`config.mk`:
```
export PLATFORM = sky130hd
export DESIGN_NAME = opl3_timers
export DESIGN_NICKNAME = d
export VERILOG_FILES = /design/src/rtl/opl3_timers.sv
export SDC_FILE = /design/constraint.sdc
export NUM_CORES = 1
export LEC_CHECK = 0
export CAP_MARGIN = 5
export CORE_UTILIZATION = 49
export CTS_CLUSTER_SIZE = 20
export DETAILED_ROUTE_END_ITERATION = 16
export PLACE_DENSITY = 0.79
export SLEW_MARGIN = 10
export SYNTH_ARGS = -nofsm -noshare
export SYNTH_HDL_FRONTEND = slang
export SYNTH_SLANG_ARGS = --single-unit
```
`constraint.sdc`:
```
create_clock -name clk -period 1.8 [get_ports clk]
set_input_delay 0.18 -clock clk [delete_from_list [all_inputs] [get_ports clk]]
set_output_delay 0.18 -clock clk [all_outputs]
set_load 0.02 [all_outputs]
```
`src/rtl/opl3_timers.sv`:
```
// OPL3 Timer 1 / Timer 2 with overflow flags, masks and IRQ status.
// Driven by the sample-rate clock enable; all logic in the clk domain.
module opl3_timers #(
  parameter int SAMPLES_PER_T1_TICK = 4,
  parameter int T2_TICK_DIV         = 4
) (
  input  logic       clk,
  input  logic       reset_n,
  input  logic       sample_clk_en,
  input  logic [7:0] timer1_preset,
  input  logic [7:0] timer2_preset,
  input  logic       st1,
  input  logic       st2,
  input  logic       mt1,
  input  logic       mt2,
  input  logic       irq_rst,
  output logic       ft1,
  output logic       ft2,
  output logic       irq,
  output logic [7:0] status
);

  localparam int P1W =
    (SAMPLES_PER_T1_TICK > 1) ? $clog2(SAMPLES_PER_T1_TICK) : 1;
  localparam int P2W =
    (T2_TICK_DIV > 1) ? $clog2(T2_TICK_DIV) : 1;
  localparam logic [P1W-1:0] P1_LAST = P1W'(SAMPLES_PER_T1_TICK - 1);
  localparam logic [P2W-1:0] P2_LAST = P2W'(T2_TICK_DIV - 1);

  logic [P1W-1:0] r_presc1;
  logic [P2W-1:0] r_presc2;
  logic [7:0]     r_cnt1;
  logic [7:0]     r_cnt2;
  logic           r_ft1;
  logic           r_ft2;

  logic w_t1_tick;
  logic w_t2_tick;
  logic w_ov1;
  logic w_ov2;

  assign w_t1_tick = sample_clk_en && (r_presc1 == P1_LAST);
  assign w_t2_tick = w_t1_tick && (r_presc2 == P2_LAST);
  assign w_ov1     = st1 && w_t1_tick && (r_cnt1 == 8'hFF);
  assign w_ov2     = st2 && w_t2_tick && (r_cnt2 == 8'hFF);

  // Free-running prescalers: samples -> T1 ticks -> T2 ticks.
  always_ff @(posedge clk) begin
    if (!reset_n) begin
      r_presc1 <= '0;
      r_presc2 <= '0;
    end else begin
      if (sample_clk_en) begin
        if (w_t1_tick) r_presc1 <= '0;
        else           r_presc1 <= r_presc1 + P1W'(1);
      end
      if (w_t1_tick) begin
        if (w_t2_tick) r_presc2 <= '0;
        else           r_presc2 <= r_presc2 + P2W'(1);
      end
    end
  end

  // Timer 1 up-counter: preloaded while stopped, reloads on overflow.
  always_ff @(posedge clk) begin
    if (!reset_n) begin
      r_cnt1 <= 8'h00;
    end else if (!st1) begin
      r_cnt1 <= timer1_preset;
    end else if (w_t1_tick) begin
      if (r_cnt1 == 8'hFF) r_cnt1 <= timer1_preset;
      else                 r_cnt1 <= r_cnt1 + 8'd1;
    end
  end

  // Timer 2 up-counter: preloaded while stopped, reloads on overflow.
  always_ff @(posedge clk) begin
    if (!reset_n) begin
      r_cnt2 <= 8'h00;
    end else if (!st2) begin
      r_cnt2 <= timer2_preset;
    end else if (w_t2_tick) begin
      if (r_cnt2 == 8'hFF) r_cnt2 <= timer2_preset;
      else                 r_cnt2 <= r_cnt2 + 8'd1;
    end
  end

  // Sticky flags: mask beats irq_rst, irq_rst beats a same-cycle overflow.
  always_ff @(posedge clk) begin
    if (!reset_n) begin
      r_ft1 <= 1'b0;
      r_ft2 <= 1'b0;
    end else begin
      if (mt1)          r_ft1 <= 1'b0;
      else if (irq_rst) r_ft1 <= 1'b0;
      else if (w_ov1)   r_ft1 <= 1'b1;

      if (mt2)          r_ft2 <= 1'b0;
      else if (irq_rst) r_ft2 <= 1'b0;
      else if (w_ov2)   r_ft2 <= 1'b1;
    end
  end

  assign ft1    = r_ft1;
  assign ft2    = r_ft2;
  assign irq    = r_ft1 | r_ft2;
  assign status = {r_ft1 | r_ft2, r_ft1, r_ft2, 5'b00000};

endmodule
```
==> results.cfg, run 1 <==
[run_status]
status = finished, final reports clean

[power_and_ir_drop]
seq_power_share = 0.564
p_leak_nw = 0.649
power_density_nw_per_um2 = 552
peakVddDrop_v = 0.000437
combPwrFrac = 0.189
clock_power_share = 0.247
p_sw_w = 0.000279
internal_power_w = 0.000690
switching_share = 0.288

[final_layout]
nFillCells = 258
multi_input_area_um2 = 875
most-common-layout-cells = clkdlybuf4s50_1 (29), dfxtp_1 (22), nand2_1 (17)
final_common_cell = clkdlybuf4s50_1
drive_above_1_share = 0.115
fin_util = 0.637
regArea_um2 = 440
area_delta_synth_final_pct = 23.0
antenna_cells = 0
nets = 238

[worst_setup_path]
crit_path_max_fanout = 4
slowest_delay_ps = 540
required_ps = 1620
crit_path_end_kind = output port
rr_endpoint = r_cnt2[6]
r2r_slack_ps = 110
cp_num_buf_inv = 1
critPathKind = reg2out
critical_path.top_delay_family = buffers and inverters
crit_arrival_ps = 1520
reg2regPathDepth = 4
critPathLaunchType = flip-flop
crit_slowest_cell = clkdlybuf4s50_1
regToRegStartpoint = r_cnt2[0]
crit_chain = or2_2 > clkdlybuf4s50_1
cp-startpoint = ft2

[routing]
post_drt_wl_per_cell_um = 14.3
first_pass_iters = 4
drt-total-wl_mm = 3.43
first_iter_violations = 65
drc = 0
drtAntennaViolNets = 0
viasPerCell = 6.10
num_vias = 1459

[clock_network]
clk_root_buffer_cell = clkbuf_4
cts-htree-levels = 1
clockBufferDepth = 2
post_cts_buffers = 0
cts.clk_slew.worst_paths_ps = 130
cts_buffers = 3
cts_tree = done
clk_latency_ps = 320
clock-sinks = 22

[placed_design]
gp_congestion = 0.890
portBuffers = 29
pre_cts_ws_ps = -13.8
dp_hpwl_mm = 2.60

[grt]
antenna_found_initial = 0
grt_first_pass_wirelength_mm = 5.91
overflow = 0
grt_pass1_vias = 1360
grt_start_max_net_pins = 12
grt_usage = 0.236

[sta]
finalHoldViolations = 0
fin_ws_ps = 104
fin_crit_sh = 0.942
max_freq_mhz = 589
finalSetupViolations = 0
period_minus_slack_ps = 1700
rsz0062_at_grt = no
skew_ps = 2.96
slew_violations = 0

[floorplanning]
num_rows = 19
die_w_um = 56.0
coreArea_um2 = 2760
ios = 35
initial_core_util = 0.518
die-area_um2 = 3130
chipHeight_um = 56.0

[min_path]
hold_start = mt2
min_path_cells = 2
hold_path.class = in2reg
worst_hold_path.endpoint = ft2

[logic_synthesis]
synth_edf_count = 0
synthArstFlopShare = 0
yosys_most_used_dff = dfxtp_1
synthCells = 177
synth-seq-cells = 22
syn_avg_cell_area_um2 = 8.07
ys_warn_count = 0
synth.distinct_cells = 47
synth_area_um2 = 1430
seq_area_frac_synth = 0.309

[job]
max_cap_violations = 0
[repair_timing]
action                                  in CTS  in global routing
hold buffers                                 0                  0
gates resized for setup                      0                  1
endpoints found under the setup margin       0                  2
[cell type report]
type,instances,area share
Sequential cell,22,0.251
Inverter,4,0.00855
Multi-Input combinational cell,140,0.498
Clock buffer,3,0.0128
Timing Repair Buffer,39,0.208
Tap cell,31,0.0221
[metal layers]
metal,GRT usage,routed length [µm],up-vias
li1,-,-,707
met1,0.291,1520,684
met4,0.0906,74,0
met3,0.0488,195,10
met2,0.403,1640,58
met5,0,0,-
[kinds of logic (layout without fill, tap and decap cells)]
logic type,after synthesis,count (layout),share of synthesized area
other cells,1,5,0.00263
xor+xnor,3,3,0.0184
buf+inv,19,46,0.0929
mux,5,5,0.0359
compound gates,48,48,0.225
flops,22,22,0.308
fa+ha+maj,4,4,0.0351
simple gates,75,75,0.281
[cells in the mapped netlist (2+ instances only)]
library cell	count	area, µm²
a21oi_1	11	55.1
a22oi_1	2	15.0
a31oi_1	6	37.5
and2_1	2	12.5
and3_1	3	18.8
buf_4	9	67.6
buf_6	3	33.8
dfxtp_1	22	440
ha_1	4	50.1
inv_1	4	15.0
mux2i_1	4	40.0
nand2_1	17	63.8
nand3_1	13	65.1
nand4_1	3	18.8
nand4_2	2	25.0
nor2_1	11	41.3
nor3_1	7	35.0
nor4_1	2	12.5
o211ai_1	4	30.0
o21ai_0	10	50.1
o31a_1	3	26.3
o31ai_1	4	30.0
or3_1	4	25.0
or4_1	2	15.0
xnor2_1	3	26.3
[flip-flops by register name, summed over array words and instances (netlist names)]
name	cells
r_presc1	2
r_cnt2	8
r_presc2	2
r_cnt1	8
ft1	1
ft2	1
[power by group through the flow]
stage,logic (W),registers [W],clock network [W]
2_1_floorplan,0.000114,0.000548,0
3_3_place_gp,0.000176,0.000553,0
3_5_place_dp,0.000182,0.000556,0
4_1_cts,0.000183,0.000545,0.000247
5_1_grt,0.000202,0.000550,0.000265
6_report,0.000183,0.000547,0.000239
[through the flow]
step	hold WS [ps]	power [W]	setup TNS (ps)	area [µm²]	std cells
CTS	387	0.000975	0	1750	239
global route	396	0.00102	0	1760	239
finish	392	0.000969	0	1760	239
global placement	448	0.000729	0	1730	236
detailed placement	463	0.000738	-13.8	1730	236
floorplan	259	0.000661	0	1440	181
[worst max-delay path by stage]
| stage | to | slack (ps) | cells past startpoint |
|---|---|---|---|
| 2_1_floorplan | r_cnt2[6] | 370 | 6 |
| 3_3_place_gp | r_cnt1[5] | 110 | 6 |
| 3_5_place_dp | r_cnt1[6] | -10 | 6 |
| 4_1_cts | irq | 90 | 2 |
| 5_1_grt | r_cnt1[6] | 10 | 6 |
| 6_report | irq | 100 | 2 |
Note: power is estimated with default switching activity, not from simulation.
==> inputs of run 2 (changes only) <==
--- a/config.mk
+++ b/config.mk
@@ -5,7 +5,7 @@
 export SDC_FILE = /design/constraint.sdc
 export NUM_CORES = 1
 export LEC_CHECK = 0
-export CAP_MARGIN = 5
+export CAP_MARGIN = 20
 export CORE_UTILIZATION = 49
 export CTS_CLUSTER_SIZE = 20
 export DETAILED_ROUTE_END_ITERATION = 16
==> results of run 2 <==
Same layout as run 1: the final DEF is identical, and so are final timing and power.
==> inputs of run 3 (changes only) <==
--- a/config.mk
+++ b/config.mk
@@ -6,6 +6,7 @@
 export NUM_CORES = 1
 export LEC_CHECK = 0
 export CAP_MARGIN = 20
+export CORE_ASPECT_RATIO = 1.25
 export CORE_UTILIZATION = 49
 export CTS_CLUSTER_SIZE = 20
 export DETAILED_ROUTE_END_ITERATION = 16
==> results.cfg, run 3 (same netlist as run 1, synthesis figures left out) <==
[sta]
max_freq_mhz = 586
slew_violations = 0
skew_ps = 6.47
fin_ws_ps = 93.7
finalHoldViolations = 0
fin_crit_sh = 0.948
finalSetupTns_ps = 0
period_minus_slack_ps = 1710
hold_ws_ps = 401
finalSetupViolations = 0
rsz0062_at_grt = no

[grt]
grt_pass1_vias = 1464
grt_usage = 0.237
antenna_found_initial = 0
use_met1 = 0.247
grtUsageMet3 = 0.0294
grt_first_pass_wirelength_mm = 5.84
overflow = 0
grt_start_max_net_pins = 13
grt_use_met2 = 0.427
busiest_layer = met2

[power_and_ir_drop]
peakVddDrop_v = 0.000398
p_leak_nw = 0.650
power_w = 0.000959
power_density_nw_per_um2 = 541

[clock_network]
clockBufferDepth = 2
cts.clk_slew.worst_paths_ps = 110
clk_root_buffer_cell = clkbuf_4
clk_latency_ps = 310
clock-sinks = 22
cts-htree-levels = 1
postCtsResizedCells = 0
post_cts_buffers = 0
postCtsHoldBufs = 0
cts_tree = done
cts_buffers = 3

[final_layout]
nets = 239
drive_above_1_share = 0.124
antenna_cells = 0
nFillCells = 244
reg_top3 = r_cnt1 x8, r_cnt2 x8
area_delta_synth_final_pct = 24.0
final_common_cell = clkdlybuf4s50_1
most-common-layout-cells = clkdlybuf4s50_1 (29), dfxtp_1 (22), nand2_1 (17)
multi_input_area_um2 = 877
regArea_um2 = 440
fin_cells = 243

[routing]
first_iter_violations = 23
num_vias = 1450
viasPerCell = 5.97
first_pass_iters = 4
drc = 0
drtAntennaViolNets = 0
drt-total-wl_mm = 3.43
post_drt_wl_per_cell_um = 14.1

[placed_design]
dpl.cell_count = 240
dp_hpwl_mm = 2.71
portBuffers = 29
pre_cts_ws_ps = 57.0
gp_congestion = 0.902

[floorplanning]
initial_core_util = 0.522
ios = 35
die-area_um2 = 3130
num_rows = 21
coreArea_um2 = 2730
die_w_um = 50.3
chipHeight_um = 62.4

[worst_setup_path]
critPathKind = reg2out
path_depth = 2
critPathLaunchType = flip-flop
cp_num_buf_inv = 1
crit_path_max_fanout = 4
reg2regPathDepth = 5
required_ps = 1620
crit_path_end_kind = output port
slowest_delay_ps = 540
crit_arrival_ps = 1530
crit_slowest_cell = clkdlybuf4s50_1
crit_chain = or2_2 > clkdlybuf4s50_1
critical_path.top_delay_family = buffers and inverters

[job]
max_cap_violations = 0

[min_path]
min_path_cells = 2
hold_path.class = in2reg

[run_status]
status = finished, final reports clean
==> run 3: layer usage <==
| layer | part of all wire | routed length (µm) |
|---|---|---|
| met5 | 0 | 0 |
| met4 | 0.045 | 155 |
| met2 | 0.52 | 1790 |
| met1 | 0.39 | 1340 |
| met3 | 0.040 | 138 |
==> run 3: metrics by stage <==
step	area (µm²)	util
detailed placement	1740	0.637
CTS	1760	0.645
global route	1770	0.648
finish	1770	0.648
floorplan	1440	-
global placement	1740	0.637
==> run 3: worst reg2reg max path: stages (launching register included) <==
cell	delay, ps
dfxtp_1	450
ha_1	250
nand3_2	190
o21ai_0	270
a21oi_1	100
o31a_1	280
==> run 3: layout make-up <==
| cell class | instances | area share |
|---|---|---|
| tap | 34 | 0.0240 |
| sequential | 22 | 0.249 |
| multi-input combinational | 140 | 0.495 |
| inverter | 4 | 0.00848 |
| clock buffer | 3 | 0.0127 |
| timing repair buffer | 40 | 0.211 |
==> run 3: where the power goes <==
group / internal, W / switching, W
Combinational: 0.000101 / 0.0000859
Sequential: 0.000513 / 0.0000328
Clock: 0.0000783 / 0.000147
Total: 0.000692 / 0.000266
==> run 3: path summary, 6_finish.rpt <==
| check | from | end | slack, ps |
|---|---|---|---|
| max | ft2 | irq | 90 |
| min | mt2 | ft2 | 400 |
| max reg2reg | r_cnt1[0] | r_cnt1[4] | 160 |
| min reg2reg | r_presc2[1] | r_presc2[1] | 500 |
